`src/rtl/dq4_write_ctrl_pkg.sv`:
```
// Shared constants for the DQ4 write controller.
//   - FSM state encoding (3-bit legacy-compatible constants)
//   - phase counter width
//   - mismatch counter width, saturation value and saturating increment helper
package dq4_write_ctrl_pkg;

    localparam int unsigned StateW = 3;

    localparam logic [StateW-1:0] StIdle  = 3'd0;
    localparam logic [StateW-1:0] StSetup = 3'd1;
    localparam logic [StateW-1:0] StPulse = 3'd2;
    localparam logic [StateW-1:0] StHold  = 3'd3;
    localparam logic [StateW-1:0] StCheck = 3'd4;

    localparam int unsigned CntW = 4;

    localparam int unsigned        ErrCntW   = 8;
    localparam logic [ErrCntW-1:0] ErrCntMax = 8'd255;

    function automatic logic [ErrCntW-1:0] sat_inc(input logic [ErrCntW-1:0] v);
        return (v == ErrCntMax) ? v : v + 1'b1;
    endfunction

endpackage

```
`src/rtl/dq4_write_ctrl_phase_cnt.sv`:
```
// Loadable down-counter shared by the setup, pulse and hold phases.
// Ports:
//   clk, rst_n  - clock, synchronous active-low reset
//   load        - load load_val (takes priority over dec)
//   load_val    - value to load
//   dec         - decrement; holds at zero
//   zero        - counter currently equals zero
module dq4_write_ctrl_phase_cnt
    import dq4_write_ctrl_pkg::*;
(
    input  logic            clk,
    input  logic            rst_n,
    input  logic            load,
    input  logic [CntW-1:0] load_val,
    input  logic            dec,
    output logic            zero
);

    logic [CntW-1:0] cnt_q;

    always_ff @(posedge clk) begin
        if (!rst_n) begin
            cnt_q <= '0;
        end else if (load) begin
            cnt_q <= load_val;
        end else if (dec && (cnt_q != '0)) begin
            cnt_q <= cnt_q - 1'b1;
        end
    end

    assign zero = (cnt_q == '0);

endmodule

```
`src/rtl/dq4_write_ctrl.sv`:
```
// Synchronous write controller for a level-sensitive gated DQ latch bank.
// Accepts a word over valid/ready, drives D with programmable setup, en pulse and
// hold windows, then compares the latch readback and records mismatches.
// Ports:
//   clk, rst_n         - clock, synchronous active-low reset
//   wr_data, wr_valid  - write request; wr_ready high while idle
//   D, en              - registered data bus and enable strobe to the latch bank
//   Q                  - latch bank readback
//   err_clr            - clears err and err_cnt
//   done               - one-cycle pulse at the end of each write
//   err, err_cnt       - sticky mismatch flag and saturating mismatch count
module dq4_write_ctrl
    import dq4_write_ctrl_pkg::*;
#(
    parameter int unsigned W         = 4,
    parameter int unsigned SETUP_CYC = 1,
    parameter int unsigned PULSE_CYC = 1,
    parameter int unsigned HOLD_CYC  = 1
) (
    input  logic               clk,
    input  logic               rst_n,
    input  logic [W-1:0]       wr_data,
    input  logic               wr_valid,
    output logic               wr_ready,
    output logic [W-1:0]       D,
    output logic               en,
    input  logic [W-1:0]       Q,
    input  logic               err_clr,
    output logic               done,
    output logic               err,
    output logic [ErrCntW-1:0] err_cnt
);

    if (SETUP_CYC < 1 || SETUP_CYC > 15) begin : g_bad_setup
        $fatal(1, "dq4_write_ctrl: SETUP_CYC must be in 1..15");
    end
    if (PULSE_CYC < 1 || PULSE_CYC > 15) begin : g_bad_pulse
        $fatal(1, "dq4_write_ctrl: PULSE_CYC must be in 1..15");
    end
    if (HOLD_CYC < 1 || HOLD_CYC > 15) begin : g_bad_hold
        $fatal(1, "dq4_write_ctrl: HOLD_CYC must be in 1..15");
    end

    // Counter loads N-1 so each phase lasts exactly N cycles.
    localparam logic [CntW-1:0] SetupLd = CntW'(SETUP_CYC - 1);
    localparam logic [CntW-1:0] PulseLd = CntW'(PULSE_CYC - 1);
    localparam logic [CntW-1:0] HoldLd  = CntW'(HOLD_CYC - 1);

    logic [StateW-1:0]  state_q, state_d;
    logic [W-1:0]       d_q, d_d;
    logic               en_q, en_d;
    logic               done_q, done_d;
    logic               err_q, err_d;
    logic [ErrCntW-1:0] err_cnt_q, err_cnt_d;

    logic            cnt_load;
    logic [CntW-1:0] cnt_ld_val;
    logic            cnt_dec;
    logic            cnt_zero;

    dq4_write_ctrl_phase_cnt u_phase_cnt (
        .clk      (clk),
        .rst_n    (rst_n),
        .load     (cnt_load),
        .load_val (cnt_ld_val),
        .dec      (cnt_dec),
        .zero     (cnt_zero)
    );

    always_comb begin
        state_d    = state_q;
        d_d        = d_q;
        en_d       = en_q;
        done_d     = 1'b0;
        err_d      = err_q;
        err_cnt_d  = err_cnt_q;
        cnt_load   = 1'b0;
        cnt_ld_val = '0;
        cnt_dec    = 1'b0;

        // Clear first so a same-edge mismatch overrides it (count restarts at 1).
        if (err_clr) begin
            err_d     = 1'b0;
            err_cnt_d = '0;
        end

        case (state_q)
            StIdle: begin
                if (wr_valid) begin
                    d_d        = wr_data;
                    cnt_load   = 1'b1;
                    cnt_ld_val = SetupLd;
                    state_d    = StSetup;
                end
            end
            StSetup: begin
                if (cnt_zero) begin
                    en_d       = 1'b1;
                    cnt_load   = 1'b1;
                    cnt_ld_val = PulseLd;
                    state_d    = StPulse;
                end else begin
                    cnt_dec = 1'b1;
                end
            end
            StPulse: begin
                if (cnt_zero) begin
                    en_d       = 1'b0;
                    cnt_load   = 1'b1;
                    cnt_ld_val = HoldLd;
                    state_d    = StHold;
                end else begin
                    cnt_dec = 1'b1;
                end
            end
            StHold: begin
                if (cnt_zero) begin
                    state_d = StCheck;
                end else begin
                    cnt_dec = 1'b1;
                end
            end
            StCheck: begin
                done_d  = 1'b1;
                state_d = StIdle;
                if (Q != d_q) begin
                    err_d     = 1'b1;
                    err_cnt_d = sat_inc(err_cnt_d);
                end
            end
            default: begin
                en_d    = 1'b0;
                state_d = StIdle;
            end
        endcase
    end

    always_ff @(posedge clk) begin
        if (!rst_n) begin
            state_q   <= StIdle;
            d_q       <= '0;
            en_q      <= 1'b0;
            done_q    <= 1'b0;
            err_q     <= 1'b0;
            err_cnt_q <= '0;
        end else begin
            state_q   <= state_d;
            d_q       <= d_d;
            en_q      <= en_d;
            done_q    <= done_d;
            err_q     <= err_d;
            err_cnt_q <= err_cnt_d;
        end
    end

    assign wr_ready = (state_q == StIdle);
    assign D        = d_q;
    assign en       = en_q;
    assign done     = done_q;
    assign err      = err_q;
    assign err_cnt  = err_cnt_q;

endmodule

```
`config.mk`:
```
export PLATFORM = sky130hd
export DESIGN_NAME = dq4_write_ctrl
export DESIGN_NICKNAME = d
export VERILOG_FILES = /design/src/rtl/dq4_write_ctrl_pkg.sv /design/src/rtl/dq4_write_ctrl_phase_cnt.sv /design/src/rtl/dq4_write_ctrl.sv
export SDC_FILE = /design/constraint.sdc
export NUM_CORES = 1
export LEC_CHECK = 0
export ABC_CLOCK_PERIOD_IN_PS = 4160
export CAP_MARGIN = 0
export CORE_MARGIN = 5
export CORE_UTILIZATION = 50
export DETAILED_ROUTE_END_ITERATION = 6
export GPL_TIMING_DRIVEN = 0
export MAX_ROUTING_LAYER = met4
export PLACE_DENSITY_LB_ADDON = 0.15
export REMOVE_ABC_BUFFERS = 1
export SLEW_MARGIN = 40
export SYNTH_ARGS = -nofsm -noshare
export SYNTH_HDL_FRONTEND = slang
export SYNTH_SLANG_ARGS = --single-unit
```
`constraint.sdc`:
```
create_clock -name clk -period 4.16 [get_ports clk]
set_input_delay 0.416 -clock clk [delete_from_list [all_inputs] [get_ports clk]]
set_output_delay 0.416 -clock clk [all_outputs]
set_load 0.02 [all_outputs]
```
# --- Word-level counts from Yosys, hierarchy flattened ---
# Index checks and enable logic that the tools add are counted.
word_totals:
  register_bits: 22
  inputBits: 12
  out_inout_bits: 16
  elab_cells: 53
classes:
  add_sub_neg: 2
  n_eq_ne: 10
  mux: 21
  bitwise: 2
  reduce_logical: 11
ops:
  columns: ["cell", "count"]
  rows:
  - ["$mux 8", 4]
  - ["$mux 3", 4]
  - ["$pmux 3 s4", 1]
  - ["$mux 1", 10]
  - ["$add 8x1->8 const B", 1]
  - ["$eq 8x8->1 const B", 1]
  - ["$ne 2x2->1 const B", 4]
  - ["$eq 3x2->1 const B", 2]
  - ["$reduce_or 3->1", 2]
  - ["$logic_not 4->1", 1]
  - ["$ne 4x4->1", 1]
  - ["$reduce_and 4->1", 1]
  - ["$reduce_bool 4->1", 1]
  - ["$reduce_or 2->1", 2]
  - ["$sub 4x1->4 const B", 1]
  - ["$eq 3x1->1 const B", 1]
  - ["$eq 3x3->1 const B", 1]
  - ["$logic_not 3->1", 1]
  - ["$pmux 1 s3", 1]
  - ["$reduce_and 3->1", 1]
  - ["$not 1->1", 2]
  - ["$pmux 1 s2", 1]
  - ["$reduce_and 2->1", 1]
  - ["$logic_and 1x1->1", 1]

# --- Logic depth before layout (Yosys ltp) ---
depth:
  word_depth: 5
  ltp_mapped: 6
  depth_no_buf: 6

# --- Hierarchy ---
# A second synthesis with hierarchy kept.
unflattened:
  hier_cells: 132
  hier_area_um2: 1163.6
modules_own_cells:
  columns: ["module", "instances", "cells_per_inst", "area_each_um2"]
  rows:
  - ["dq4_write_ctrl", 1, 101, 907.1]
  - ["dq4_write_ctrl_phase_cnt", 1, 31, 256.5]

# --- Worst setup path after synthesis ---
# No wires, ideal clock.
synth_timing:
  kind: "register to register"
  from: "register state_q[0]"
  to: "register d_q[0] (netlist: D[0])"
  setup_time_ps: 128
  t_arrival_ps: 1560
  required_time_ps: 4032
  setup_slack_ps: 2472
  path_stages_with_launch: 7
  path_buffers: 2
  synth_period_minus_slack_ps: 1688
  cell_sequence: "dfxtp_1 > clkbuf_2 > nor3_1 > and2_1 > clkbuf_2 > mux2i_1 > nor2_1"
synth_between:
  elab_chain_len: 2
synth_rtl:
  columns: ["element", "line", "source"]
  rows:
  - ["start: declaration", "dq4_write_ctrl.sv:49", "logic [StateW-1:0] state_q, state_d;"]
  - ["start signal: assignment", "dq4_write_ctrl.sv:140", "state_q <= StIdle;"]
  - ["start signal: assignment", "dq4_write_ctrl.sv:147", "state_q <= state_d;"]
  - ["$logic_not 3->1", null, null]
  - ["net wr_ready", "dq4_write_ctrl.sv:24", "output logic wr_ready,"]
  - ["$reduce_and 2->1 (no source line)", null, null]
  - ["end signal: assignment", "dq4_write_ctrl.sv:141", "d_q <= '0;"]
  - ["end signal: assignment", "dq4_write_ctrl.sv:148", "d_q <= d_d;"]
  - ["end: declaration", "dq4_write_ctrl.sv:50", "logic [W-1:0] d_q, d_d;"]
# The timed path passes the listed nets, and every way through them passes these cells.
# A chain may end at the register's enable or synchronous reset.

# --- Final worst setup path ---
layout_timing:
  from: "register state_q[0]"
  to: "output port wr_ready"
layout_between:
  elab_chain_len: 1
layout_rtl:
  columns: ["element", "line", "source"]
  rows:
  - ["$logic_not 3->1", "dq4_write_ctrl.sv:156", "assign wr_ready = (state_q == StIdle);"]
  - ["end: declaration", "dq4_write_ctrl.sv:24", null]
# Every way passes these cells.

==> reports/results.ini <==
[cells_and_area]
antennaDiodeCount = 0
drive_above_1_share_pct = 5.56
final_nets = 159
synthToLayoutAreaGrowth_pct = 28.3
final_cell_area_mm2 = 0.00137

[timing]
period_share_pct = 48.4
min_period_ns = 2.01
fin_setup_tns_ns = 0
finalSetupViolCount = 0
fmax_ghz = 0.497
whs_ns = 0.477
layout_setup_ws_ns = 2.15
finalClockSkew_ns = 0.00133
rsz0062_at_grt = no
finalMaxSlewViolations = 0
hold_viol = 0
relSlewSlack_pct = 61.8
tightest_slew_ns = 0.565

[clock_network]
path_clk_slew_ns = 0.11
worst_skew_pair.late_latency_ns = 0.30
cts_tree = done
cts_made_buffers = 3
cts_resized = 0
postCtsSetupBuffers = 0
cts_hold_buf = 0
cts.sinks = 22
h-tree-depth = 1
clockBufferDepth = 2
clockRootBuffer = clkbuf_4

[global_route]
antenna_found_initial = 0
gr-total-overflow = 0
grt_max_degree = 12
grt_pass1_wl_um = 4110
grt_util_all_layers_pct = 16.5
grt_pass1_vias = 942

[critical_path]
cp_slowest_cell = clkdlybuf4s50_1
timing.rr.end = u_phase_cnt.cnt_q[1]$_SDFFE_PP0P_
arrival_ns = 1.60
crit_path_start = state_q[0]$_SDFFE_PN0P_
cp.required_ns = 3.74
reg2reg_from = u_phase_cnt.cnt_q[0]$_SDFFE_PP0P_
critical_path_class = register to output port
endpoint = wr_ready
cp-end-kind = output port
path_max_fanout = 8
r2r_cells = 6
cp_cell_sequence = nor3_1, clkdlybuf4s50_1
rrSetupSlack_ns = 2.42
slowest_delay_ns = 0.64
cp-start-kind = register

[power_and_ir_drop]
p_per_area_mw_per_mm2 = 286
max-vdd-ir-drop_mv = 0.186
power.total_uw = 391
p_leak_uw = 0.000518

[drt]
wl_um = 2340
first_pass_iters = 4
antenna_left = 0
drc = 0
drtIter0Drc = 14
viasPerCell = 5.61
routedWlPerCell_um = 13.7
vias = 959

[place]
portBuffers = 27
finalWeightedCongestion = 0.763
dpl-instance-area_mm2 = 0.00135
place_ws_ns = 2.05
dp_hpwl_um = 1720

[synth]
syn_inst = 118
seq_area_frac_synth_pct = 41.3
async_flop_share_pct = 0
synth-edff-count = 0
ys.flop_type = dfxtp_1
yosysTopAreaCell = dfxtp_1
netlist_area_mm2 = 0.00107
synth_area_leaders = dfxtp_1 (41%), mux2i_1 (5.6%), nand2_1 (3.5%)
ys_seq_elements = 22
yosysUniqueCellTypes = 40
yosysMostFrequentCell = dfxtp_1
yosys-top-cells-count = dfxtp_1 (22), nand2_1 (10), nor2_1 (9)
syn_avg_cell_area_um2 = 9.03
yosysWarnings = 0
synth_top_area_share_pct = 41.3

[floorplan]
dieArea_mm2 = 0.00316
die_width_um = 56.2
die_h_um = 56.2
coreArea_mm2 = 0.00200
initial_core_util_pct = 53.2
floorplan.rows = 16
ioPinCount = 28

[min_path]
hold_path_class = register to register
min_from = en$_SDFFE_PN0P_

[job]
drv_cap = 0

[outcome]
status = complete, no violations

registers in the layout (all words and copies together) (netlist names):
name,flops
en,1
state_q,3
u_phase_cnt.cnt_q,4
err_cnt,8
err,1
done,1
D,4
routing by layer:
layer	GRT usage [%]	routed length [um]
met1	19.0	1060
met3	2.78	117
met5	-	0
met4	7.12	31
met2	28.0	1130
worst min-delay path by stage:
stage,end,slack [ns],cells after the start
floorplan,u_phase_cnt.cnt_q[1]$_SDFFE_PP0P_,0.49,2
global placement,en$_SDFFE_PN0P_,0.45,2
detailed placement,en$_SDFFE_PN0P_,0.46,2
CTS,en$_SDFFE_PN0P_,0.48,2
global route,en$_SDFFE_PN0P_,0.52,2
finish,en$_SDFFE_PN0P_,0.48,2
metrics by stage:
step | utilization, % | std cells
finish | 68.3 | 171
global route | 68.3 | 171
CTS | 68.3 | 171
detailed placement | 67.2 | 168
global placement | 67.2 | 168
floorplan | - | 114
layout by cell type, fill, tap and decap left out, drive strengths merged, types with 2 or more instances in the layout:
master and instances:
nor3b 2, nor2b 2, nor2 9, xor2 4, dfxtp 22, mux2i 6
nand2 10, and2 4, inv 4, a31oi 2, clkbuf 3, a21oi 7
nand4 2, clkdlybuf4s50 27, nand3 3, nand2b 6, nor3 8, xnor2 3
worst max-delay path: cells and delay by family, from the launching register on:
family	cells	cell delay (ns)
buffers and inverters	1	0.64
DFF	1	0.40
and+or+nand+nor	1	0.25
final cells by class:
type / instances / area, um^2
multi-input combinational: 88 / 586
inverter: 4 / 15.0
clock buffer: 3 / 22.5
timing repair buffer: 27 / 270
fill: 184 / 634
sequential: 22 / 440
tap: 27 / 33.8
logic make-up after synthesis:
group | after synthesis | share of synthesized area (%)
flip-flops | 22 | 41.3
multiplexers | 6 | 5.63
AND/OR/NAND/NOR | 55 | 29.8
adder cells (fa/ha/maj) | 1 | 1.17
buffers and inverters | 8 | 3.76
XOR/XNOR | 7 | 5.75
AO/OA/AOI/OAI | 19 | 12.6
where the power goes:
group / internal, uW / total, uW / switching (uW)
Clock: 33.8 / 95.3 / 61.5
Combinational: 34.3 / 70.0 / 35.7
Sequential: 218 / 226 / 8.39
Note: power is estimated with default switching activity, not from simulation.
